**config.mk**
```make
export PLATFORM = sky130hd
export DESIGN_NAME = sram_fifo_ctrl
export DESIGN_NICKNAME = d
export VERILOG_FILES = /design/src/rtl/sram_fifo_ctrl.sv
export SDC_FILE = /design/constraint.sdc
export NUM_CORES = 1
export LEC_CHECK = 0
export BUFFER_PORTS_ARGS = -buffer_cell sky130_fd_sc_hd__buf_2
export CORE_MARGIN = 2
export CORE_UTILIZATION = 45
export DETAILED_ROUTE_END_ITERATION = 16
export PLACE_DENSITY = 0.75
export SYNTH_ARGS = -nofsm -noshare
export SYNTH_HDL_FRONTEND = slang
export SYNTH_SLANG_ARGS = --single-unit
export TNS_END_PERCENT = 50
```
**constraint.sdc**
```tcl
create_clock -name clk -period 3.98 [get_ports clk]
set_clock_uncertainty 0.15 [all_clocks]
set_input_delay 0.398 -clock clk [delete_from_list [all_inputs] [get_ports clk]]
set_output_delay 0.398 -clock clk [all_outputs]
set_load 0.005 [all_outputs]
```
**src/rtl/sram_fifo_ctrl.sv**
```systemverilog
// sram_fifo_ctrl: deep streaming FIFO built on one 1rw1r SRAM macro.
// Writes go through rw0 (write-only). Reads are prefetched through r0 into a
// 2-entry output stage, which hides the macro's 1-cycle read latency and its
// X-on-idle read data behind a valid/ready interface.
// Optional feature: define SRAM_FIFO_LEVEL_EN to add a registered 'level' output.
module sram_fifo_ctrl #(
  parameter int BITS       = 64,
  parameter int WORD_DEPTH = 1024,
  parameter int ADDR_WIDTH = 10
) (
  input  logic                  clk,
  input  logic                  rst_n,
  input  logic                  clear,
  input  logic                  in_valid,
  output logic                  in_ready,
  input  logic [BITS-1:0]       in_data,
  output logic                  out_valid,
  input  logic                  out_ready,
  output logic [BITS-1:0]       out_data,
`ifdef SRAM_FIFO_LEVEL_EN
  output logic [ADDR_WIDTH+1:0] level,
`endif
  output logic                  rw0_ce_in,
  output logic                  rw0_we_in,
  output logic [ADDR_WIDTH-1:0] rw0_addr_in,
  output logic [BITS-1:0]       rw0_wd_in,
  output logic                  r0_ce_in,
  output logic [ADDR_WIDTH-1:0] r0_addr_in,
  input  logic [BITS-1:0]       r0_rd_out
);

  localparam logic [ADDR_WIDTH:0] L_FULL = (ADDR_WIDTH+1)'(WORD_DEPTH);

  logic [ADDR_WIDTH-1:0] r_wptr, r_rptr;
  logic [ADDR_WIDTH:0]   r_mem_count;
  logic                  r_rd_pend;
  logic [1:0]            r_os_cnt;
  logic [BITS-1:0]       r_os0, r_os1;

  logic                  w_push, w_pop, w_fetch;
  logic [2:0]            w_occ;
  logic [ADDR_WIDTH-1:0] w_wptr_nxt, w_rptr_nxt;
  logic [ADDR_WIDTH:0]   w_mem_count_nxt;
  logic                  w_rd_pend_nxt;
  logic [1:0]            w_os_cnt_nxt;
  logic [BITS-1:0]       w_os0_nxt, w_os1_nxt;

  assign in_ready  = (r_mem_count != L_FULL) && !clear;
  assign w_push    = in_valid && in_ready;
  assign out_valid = (r_os_cnt != 2'd0);
  assign w_pop     = out_valid && out_ready;
  // Output-stage slots that will be taken after this edge if no new fetch is issued.
  assign w_occ     = {1'b0, r_os_cnt} + {2'b00, r_rd_pend} - {2'b00, w_pop};
  // mem_count is registered, so a word is fetchable only after its write edge;
  // rw0 and r0 therefore never touch the same word in one cycle.
  assign w_fetch   = !clear && (r_mem_count != '0) && (w_occ < 3'd2);

  // Enables are gated by rst_n so they drop without waiting for a clock edge.
  assign rw0_ce_in   = w_push && rst_n;
  assign rw0_we_in   = w_push && rst_n;
  assign rw0_addr_in = r_wptr;
  assign rw0_wd_in   = w_push ? in_data : '0;
  assign r0_ce_in    = w_fetch && rst_n;
  assign r0_addr_in  = r_rptr;
  assign out_data    = out_valid ? r_os0 : '0;

  // Next-state: pointers, SRAM occupancy and the skid buffer; clear overrides all.
  always_comb begin
    w_wptr_nxt      = r_wptr;
    w_rptr_nxt      = r_rptr;
    w_mem_count_nxt = r_mem_count;
    w_rd_pend_nxt   = w_fetch;
    w_os_cnt_nxt    = r_os_cnt;
    w_os0_nxt       = r_os0;
    w_os1_nxt       = r_os1;
    if (w_push) w_wptr_nxt = r_wptr + 1'b1;
    if (w_fetch) w_rptr_nxt = r_rptr + 1'b1;
    w_mem_count_nxt = r_mem_count + {{ADDR_WIDTH{1'b0}}, w_push}
                                  - {{ADDR_WIDTH{1'b0}}, w_fetch};
    // r0_rd_out is only looked at in the cycle after a fetch (r_rd_pend).
    case ({w_pop, r_rd_pend})
      2'b10: begin
        w_os0_nxt    = r_os1;
        w_os_cnt_nxt = r_os_cnt - 2'd1;
      end
      2'b01: begin
        if (r_os_cnt == 2'd0) w_os0_nxt = r_os_read();
        else                  w_os1_nxt = r_os_read();
        w_os_cnt_nxt = r_os_cnt + 2'd1;
      end
      2'b11: begin
        if (r_os_cnt == 2'd1) begin
          w_os0_nxt = r_os_read();
        end else begin
          w_os0_nxt = r_os1;
          w_os1_nxt = r_os_read();
        end
      end
      default: ;
    endcase
    if (clear) begin
      w_wptr_nxt      = '0;
      w_rptr_nxt      = '0;
      w_mem_count_nxt = '0;
      w_rd_pend_nxt   = 1'b0;
      w_os_cnt_nxt    = 2'd0;
      w_os0_nxt       = '0;
      w_os1_nxt       = '0;
    end
  end

  function automatic logic [BITS-1:0] r_os_read();
    return r0_rd_out;
  endfunction

  // State register with asynchronous reset.
  always_ff @(posedge clk or negedge rst_n) begin
    if (!rst_n) begin
      r_wptr      <= '0;
      r_rptr      <= '0;
      r_mem_count <= '0;
      r_rd_pend   <= 1'b0;
      r_os_cnt    <= 2'd0;
      r_os0       <= '0;
      r_os1       <= '0;
    end else begin
      r_wptr      <= w_wptr_nxt;
      r_rptr      <= w_rptr_nxt;
      r_mem_count <= w_mem_count_nxt;
      r_rd_pend   <= w_rd_pend_nxt;
      r_os_cnt    <= w_os_cnt_nxt;
      r_os0       <= w_os0_nxt;
      r_os1       <= w_os1_nxt;
    end
  end

`ifdef SRAM_FIFO_LEVEL_EN
  logic [ADDR_WIDTH+1:0] r_level;
  logic [ADDR_WIDTH+1:0] w_level_nxt;

  assign w_level_nxt = {1'b0, w_mem_count_nxt}
                     + {{(ADDR_WIDTH+1){1'b0}}, w_rd_pend_nxt}
                     + {{ADDR_WIDTH{1'b0}}, w_os_cnt_nxt};
  assign level = r_level;

  // Registered fill level: tracks the total words held after each edge.
  always_ff @(posedge clk or negedge rst_n) begin
    if (!rst_n) r_level <= '0;
    else        r_level <= w_level_nxt;
  end
`endif

endmodule

```
# Yosys cells after proc, flatten, opt, wreduce, memory -nomap -nowiden
# Index checks and enable logic that the tools add are counted.
dict set report classes {
  n_mux 18
  reduce_logical 18
  add_sub_neg 8
  n_eq_ne 8
  magnitude_cmp 1
}
# op count
set op_table {}
lappend op_table {{$mux 64} 8}
lappend op_table {{$pmux 64 s3} 1}
lappend op_table {{$pmux 64 s2} 1}
lappend op_table {{$mux 10} 4}
lappend op_table {{$add 10x1->10 const B} 2}
lappend op_table {{$add 11x1->11} 1}
lappend op_table {{$mux 11} 1}
lappend op_table {{$ne 11x11->1 const B} 1}
lappend op_table {{$reduce_bool 11->1} 1}
lappend op_table {{$sub 11x1->11} 1}
lappend op_table {{$ne 3x3->1 const B} 3}
lappend op_table {{$logic_and 1x1->1} 7}
lappend op_table {{$reduce_bool 2->1} 3}
lappend op_table {{$reduce_bool 3->1} 2}
lappend op_table {{$eq 2x1->1 const B} 2}
lappend op_table {{$eq 2x2->1 const B} 2}
lappend op_table {{$pmux 2 s2} 1}
lappend op_table {{$reduce_bool 4->1} 1}
lappend op_table {{$add 2x1->3} 1}
lappend op_table {{$lt 3x2->1 const B} 1}
lappend op_table {{$reduce_and 3->1} 1}
lappend op_table {{$sub 3x1->3} 1}
lappend op_table {{$add 2x1->2 const B} 1}
lappend op_table {{$logic_not 2->1} 1}
lappend op_table {{5 further kinds} 5}
dict set report word_totals {
  ff_bits 162
  word_cells 60
  input_bits 133
  out_inout_bits 153
}

# Depth between registers and ports, before layout
dict set report depth {
  word_depth 7
  depth_mapped 21
  depth_no_buf 19
}

# Least setup slack after synthesis
# No wires, ideal clock.
dict set report synth_timing {
  path_kind {register to register}
  startpoint {reg r_os_cnt[1]}
  endpoint {reg r_mem_count[8]}
  path_stages_with_launch 22
  arrival_time_ns 3.921
  setup_ns 0.125
  required_ns 3.705
  slack_ns -0.216
  cell_sequence {dfrtp_1 -> inv_1 -> ha_1 -> nand2b_1 -> buf_2 -> xnor2_1 -> nand2_1 -> fa_1 -> nor2b_1 -> o311ai_4 -> inv_2 -> buf_6 -> ha_1 -> inv_1 -> ha_1 -> inv_1 -> fa_1 -> nor2b_1 -> o221ai_1 -> nand2_1 -> a21boi_0 -> mux2_2}
}
dict set report synth_between {
  elab_chain_cells 7
  word_cells_on_any_way 8
  classes_between {add/sub: 3; order compare: 1; mux: 1; reduce/logical: 3}
}
# element line
set synth_rtl {}
lappend synth_rtl {{start, declared} 37} ;# logic [1:0] r_os_cnt;
lappend synth_rtl {{start signal, assigned} 131} ;# r_os_cnt <= w_os_cnt_nxt;
lappend synth_rtl {{branches (longest 2 deep; another with $add 2x1->3)} --}
lappend synth_rtl {{$sub 3x1->3 (*)} 53} ;# assign w_occ = {1'b0, r_os_cnt} + {2'b00, r_rd_pend} - {2'b00, w_pop};
lappend synth_rtl {{$lt 3x2->1 (*)} 56} ;# assign w_fetch = !clear && (r_mem_count != '0) && (w_occ < 3'd2);
lappend synth_rtl {{$logic_and 1x1->1 (*)} 56}
lappend synth_rtl {{$sub 11x1->11 (*)} 79} ;# - {{ADDR_WIDTH{1'b0}}, w_fetch};
lappend synth_rtl {{$mux 11 (*)} 101} ;# if (clear) begin
lappend synth_rtl {{net w_mem_count_nxt[8]} 43} ;# logic [ADDR_WIDTH:0] w_mem_count_nxt;
lappend synth_rtl {{end signal, assigned} 129} ;# r_mem_count <= w_mem_count_nxt;
lappend synth_rtl {{end, declared} 35} ;# logic [ADDR_WIDTH:0] r_mem_count;
# Mark *: on every way through the listed nets, which the timed path passes.
# A chain may end at the register's enable or synchronous reset.

# Worst setup path in the final report
# Ends and elaborated chain as after synthesis.

==> metrics.txt <==
Inst Count DP 1412; most frequent cells in the layout buf_2, nand2_1, dfrtp_1, a21oi_1, nor2b_1; Yosys reg bits 162; ANT nets after route 0; CTS max path bufs 2; Worst-path clk slew 0.07 ns; via density per instance 5.124; core box area 0.01858 mm^2; Final #Nets 1352; fraction of registers with async set or reset after synthesis 100.0%; Worst-Margin Slew approximately 0.84 ns; footprint of the multi-input gates 0.004113 mm^2; final worst slack ~0.12 ns; hpwl dp roughly 16000 um; number of flops mapped to enable cells by yosys 0; Synth Warn # 0; Tmin final 3.863 ns; outcome finished, final reports clean; WS Path Type reg2reg; Hold WS 0.06108 ns; top cell type by total area after synthesis dfrtp_1; setup bufs post-CTS 0; Worst R2R End r_mem_count[8]; Final Hold Vio Count 0; Max FO, Critical Path 6; initial antenna violation count 1; Vias between 7k and 8k; drt drc 0; most common cell after layout, fill and taps aside buf_2; critical-path cell list inv_2, ha_2, nand2b_1, buf_4, nor2_1, fa_1, nor2b_4, o311ai_4, inv_2, ha_2, inv_1, ha_1, inv_1, fa_2, nor2b_2, o221ai_2, nand2_1, a21boi_2, mux2_2; Setup TNS Final 0 ns; # fillers ~1.6k; post-synth top area share 47.75%; ys flop type dfrtp_1; RSZ-0062 raised after global routing true; first-pass GRT wire length 36390 um; Die Y 141.4 um; GPL Wtd Cong slightly below 1; number of H-tree branching levels 4; vias in the first global route just over 7k; number of cells produced by synthesis 939; Worst R2R Setup Slack 0.12 ns; Yosys cell types 48; Clock Latency Late Sink 0.43 ns; reg2reg path depth 19; Die ar. 0.01998 mm^2; syn avg cell area 9.041 um^2; row count 50; drt first pass iters 4; Die X 141.4 um; WP data arrival between 4 and 5 ns; Worst R2R Start r_os_cnt[1]; Root Driver clkbuf_16; Pleak about 5.7 nW; share of cells above drive strength 1 29.73%; Congestion Overflow GR 0; Final period util 97.06%; VDD IR max 0.0004799 V; Synth area leaders dfrtp_1, nand2_1, mux2i_1; PortBufs 285; headroom to the max-slew limit 43.66%; CTS buffer count 17; hold_sp r0_rd_out[48]; GRT Util Overall between 20 and 25%; Layout area overhead 27.21%; final cell count without fillers 1446; drt wl/cell 16.11 um; Hold EP r_os1[48]; synthesized cell area roughly 0.0085 mm^2; Pwr per Cell Area 557.7 mW/mm^2; I/O pin cnt 286; Crit-path slowest cell fa_1; Fmax 258.9 MHz; Post-Route WL 23290 um; worst hold path stage count 3; maximum number of pins on one net before global-route repair 110; HP Class in2reg; Largest stage delay, worst path 0.45 ns; Max Cap Viol 0; Initial Utilization a little under half; TritonCTS clock tree yes; clk sink count between 150 and 200; register area share after synthesis 47.75%; register area 0.004055 mm^2; Setup violations, final 0; crit start category flip-flop; Critical Path End Type flip-flop; pre-CTS WS 0.07191 ns; drt initial violations 470; Mapped Nets 1093; worst path required time 4.14 ns; Final Slew Violations 0
through the flow:
| stage | total power, W | util (%) | area (um^2) |
|---|---|---|---|
| 6_report | 0.006022 | 58.12 | 10800 |
| 3_5_place_dp | 0.004195 | 54.42 | 10110 |
| 4_1_cts | 0.006006 | 57.94 | 10770 |
| 2_1_floorplan | 0.003590 | - | 8524 |
| 5_1_grt | 0.006388 | 58.11 | 10800 |
| 3_3_place_gp | 0.004104 | 54.42 | 10110 |
worst max path at each step:
stage                start               to  slack, ns  cells after the start
2_1_floorplan  r_os_cnt[0]   r_mem_count[8]       0.02                     21
3_3_place_gp   r_os_cnt[0]  r_mem_count[10]       0.23                     19
3_5_place_dp   r_os_cnt[1]   r_mem_count[8]       0.07                     19
4_1_cts        r_os_cnt[1]   r_mem_count[8]       0.05                     19
5_1_grt        r_os_cnt[1]   r_mem_count[8]      -0.04                     19
6_report       r_os_cnt[1]   r_mem_count[8]       0.12                     19
cell families after synthesis:
logic type      after synthesis  synth area share, %
compound gates              174                11.20
xor+xnor                     17                1.754
fa+ha+maj                    21                3.272
buf+inv                      87                4.761
flops                       162                47.75
mux                          66                7.811
simple gates                412                23.45
cell type report:
| type | count | share of cell area (%) |
|---|---|---|
| Tap cell | 234 | 2.711 |
| Multi-Input combinational cell | 690 | 38.08 |
| Sequential cell | 162 | 37.55 |
| Antenna cell | 1 | 0.02317 |
| Timing Repair Buffer | 301 | 14.77 |
| Clock inverter | 15 | 2.016 |
| Inverter | 26 | 0.9037 |
| Clock buffer | 17 | 3.939 |
registers in the layout (all words and copies together) (netlist names):
| signal | cells |
|---|---|
| r_os_cnt | 2 |
| r_mem_count | 11 |
| r_os1 | 64 |
| r_rd_pend | 1 |
| r0_addr_in | 10 |
| r_os0 | 64 |
| rw0_addr_in | 10 |
what timing repair did:
| action | in CTS | in global routing |
|---|---|---|
| endpoints found under the hold margin | 53 | 0 |
| hold buffers | 1 | 0 |
| setup endpoints to repair | 0 | 4 |
| gates resized for setup | 0 | 7 |
worst max-delay path: cells and delay by family (launching register included):
family	cells	cell delay [ns]
adder cells (fa/ha/maj)	5	1.31
AND/OR/NAND/NOR	5	0.70
AO/OA/AOI/OAI	3	0.47
buffers and inverters	5	0.41
flip-flops	1	0.37
multiplexers	1	0.35
metal layers:
metal / global-route usage [%] / vias to the layer above / routed length [um]
met4: 9.895 / 0 / 893
met2: 39.91 / 272 / 11620
met1: 27.80 / 3497 / 9350
met3: 5.400 / 44 / 1426
met5: 0 / - / 0
li1: - / 3596 / -
synthesized netlist by cell type, types with 2 or more instances:
cell type / instances
mux2i_1: 64
and2_1: 66
and3_1: 9
nor3_1: 2
o21ai_0: 66
buf_1: 8
nand2b_1: 2
a211oi_1: 2
nand4_1: 5
o21ai_1: 17
a31oi_1: 2
inv_1: 25
fa_1: 2
nand3_1: 4
nand2_1: 217
xor2_1: 9
nor2_1: 28
ha_1: 19
a21oi_1: 71
buf_6: 8
xnor2_1: 8
buf_2: 11
dfrtp_1: 162
o31ai_1: 4
nor2b_1: 71
mux2_2: 2
o21bai_1: 2
clkbuf_1: 33
power by group:
part	switching, W	internal, W	leakage, nW
Clock	0.000728	0.00107	0.306
Sequential	0.000152	0.00188	2.23
Combinational	0.00130	0.000886	3.15
Total	0.00218	0.00384	5.69
Power figures use the tool's default switching activity.
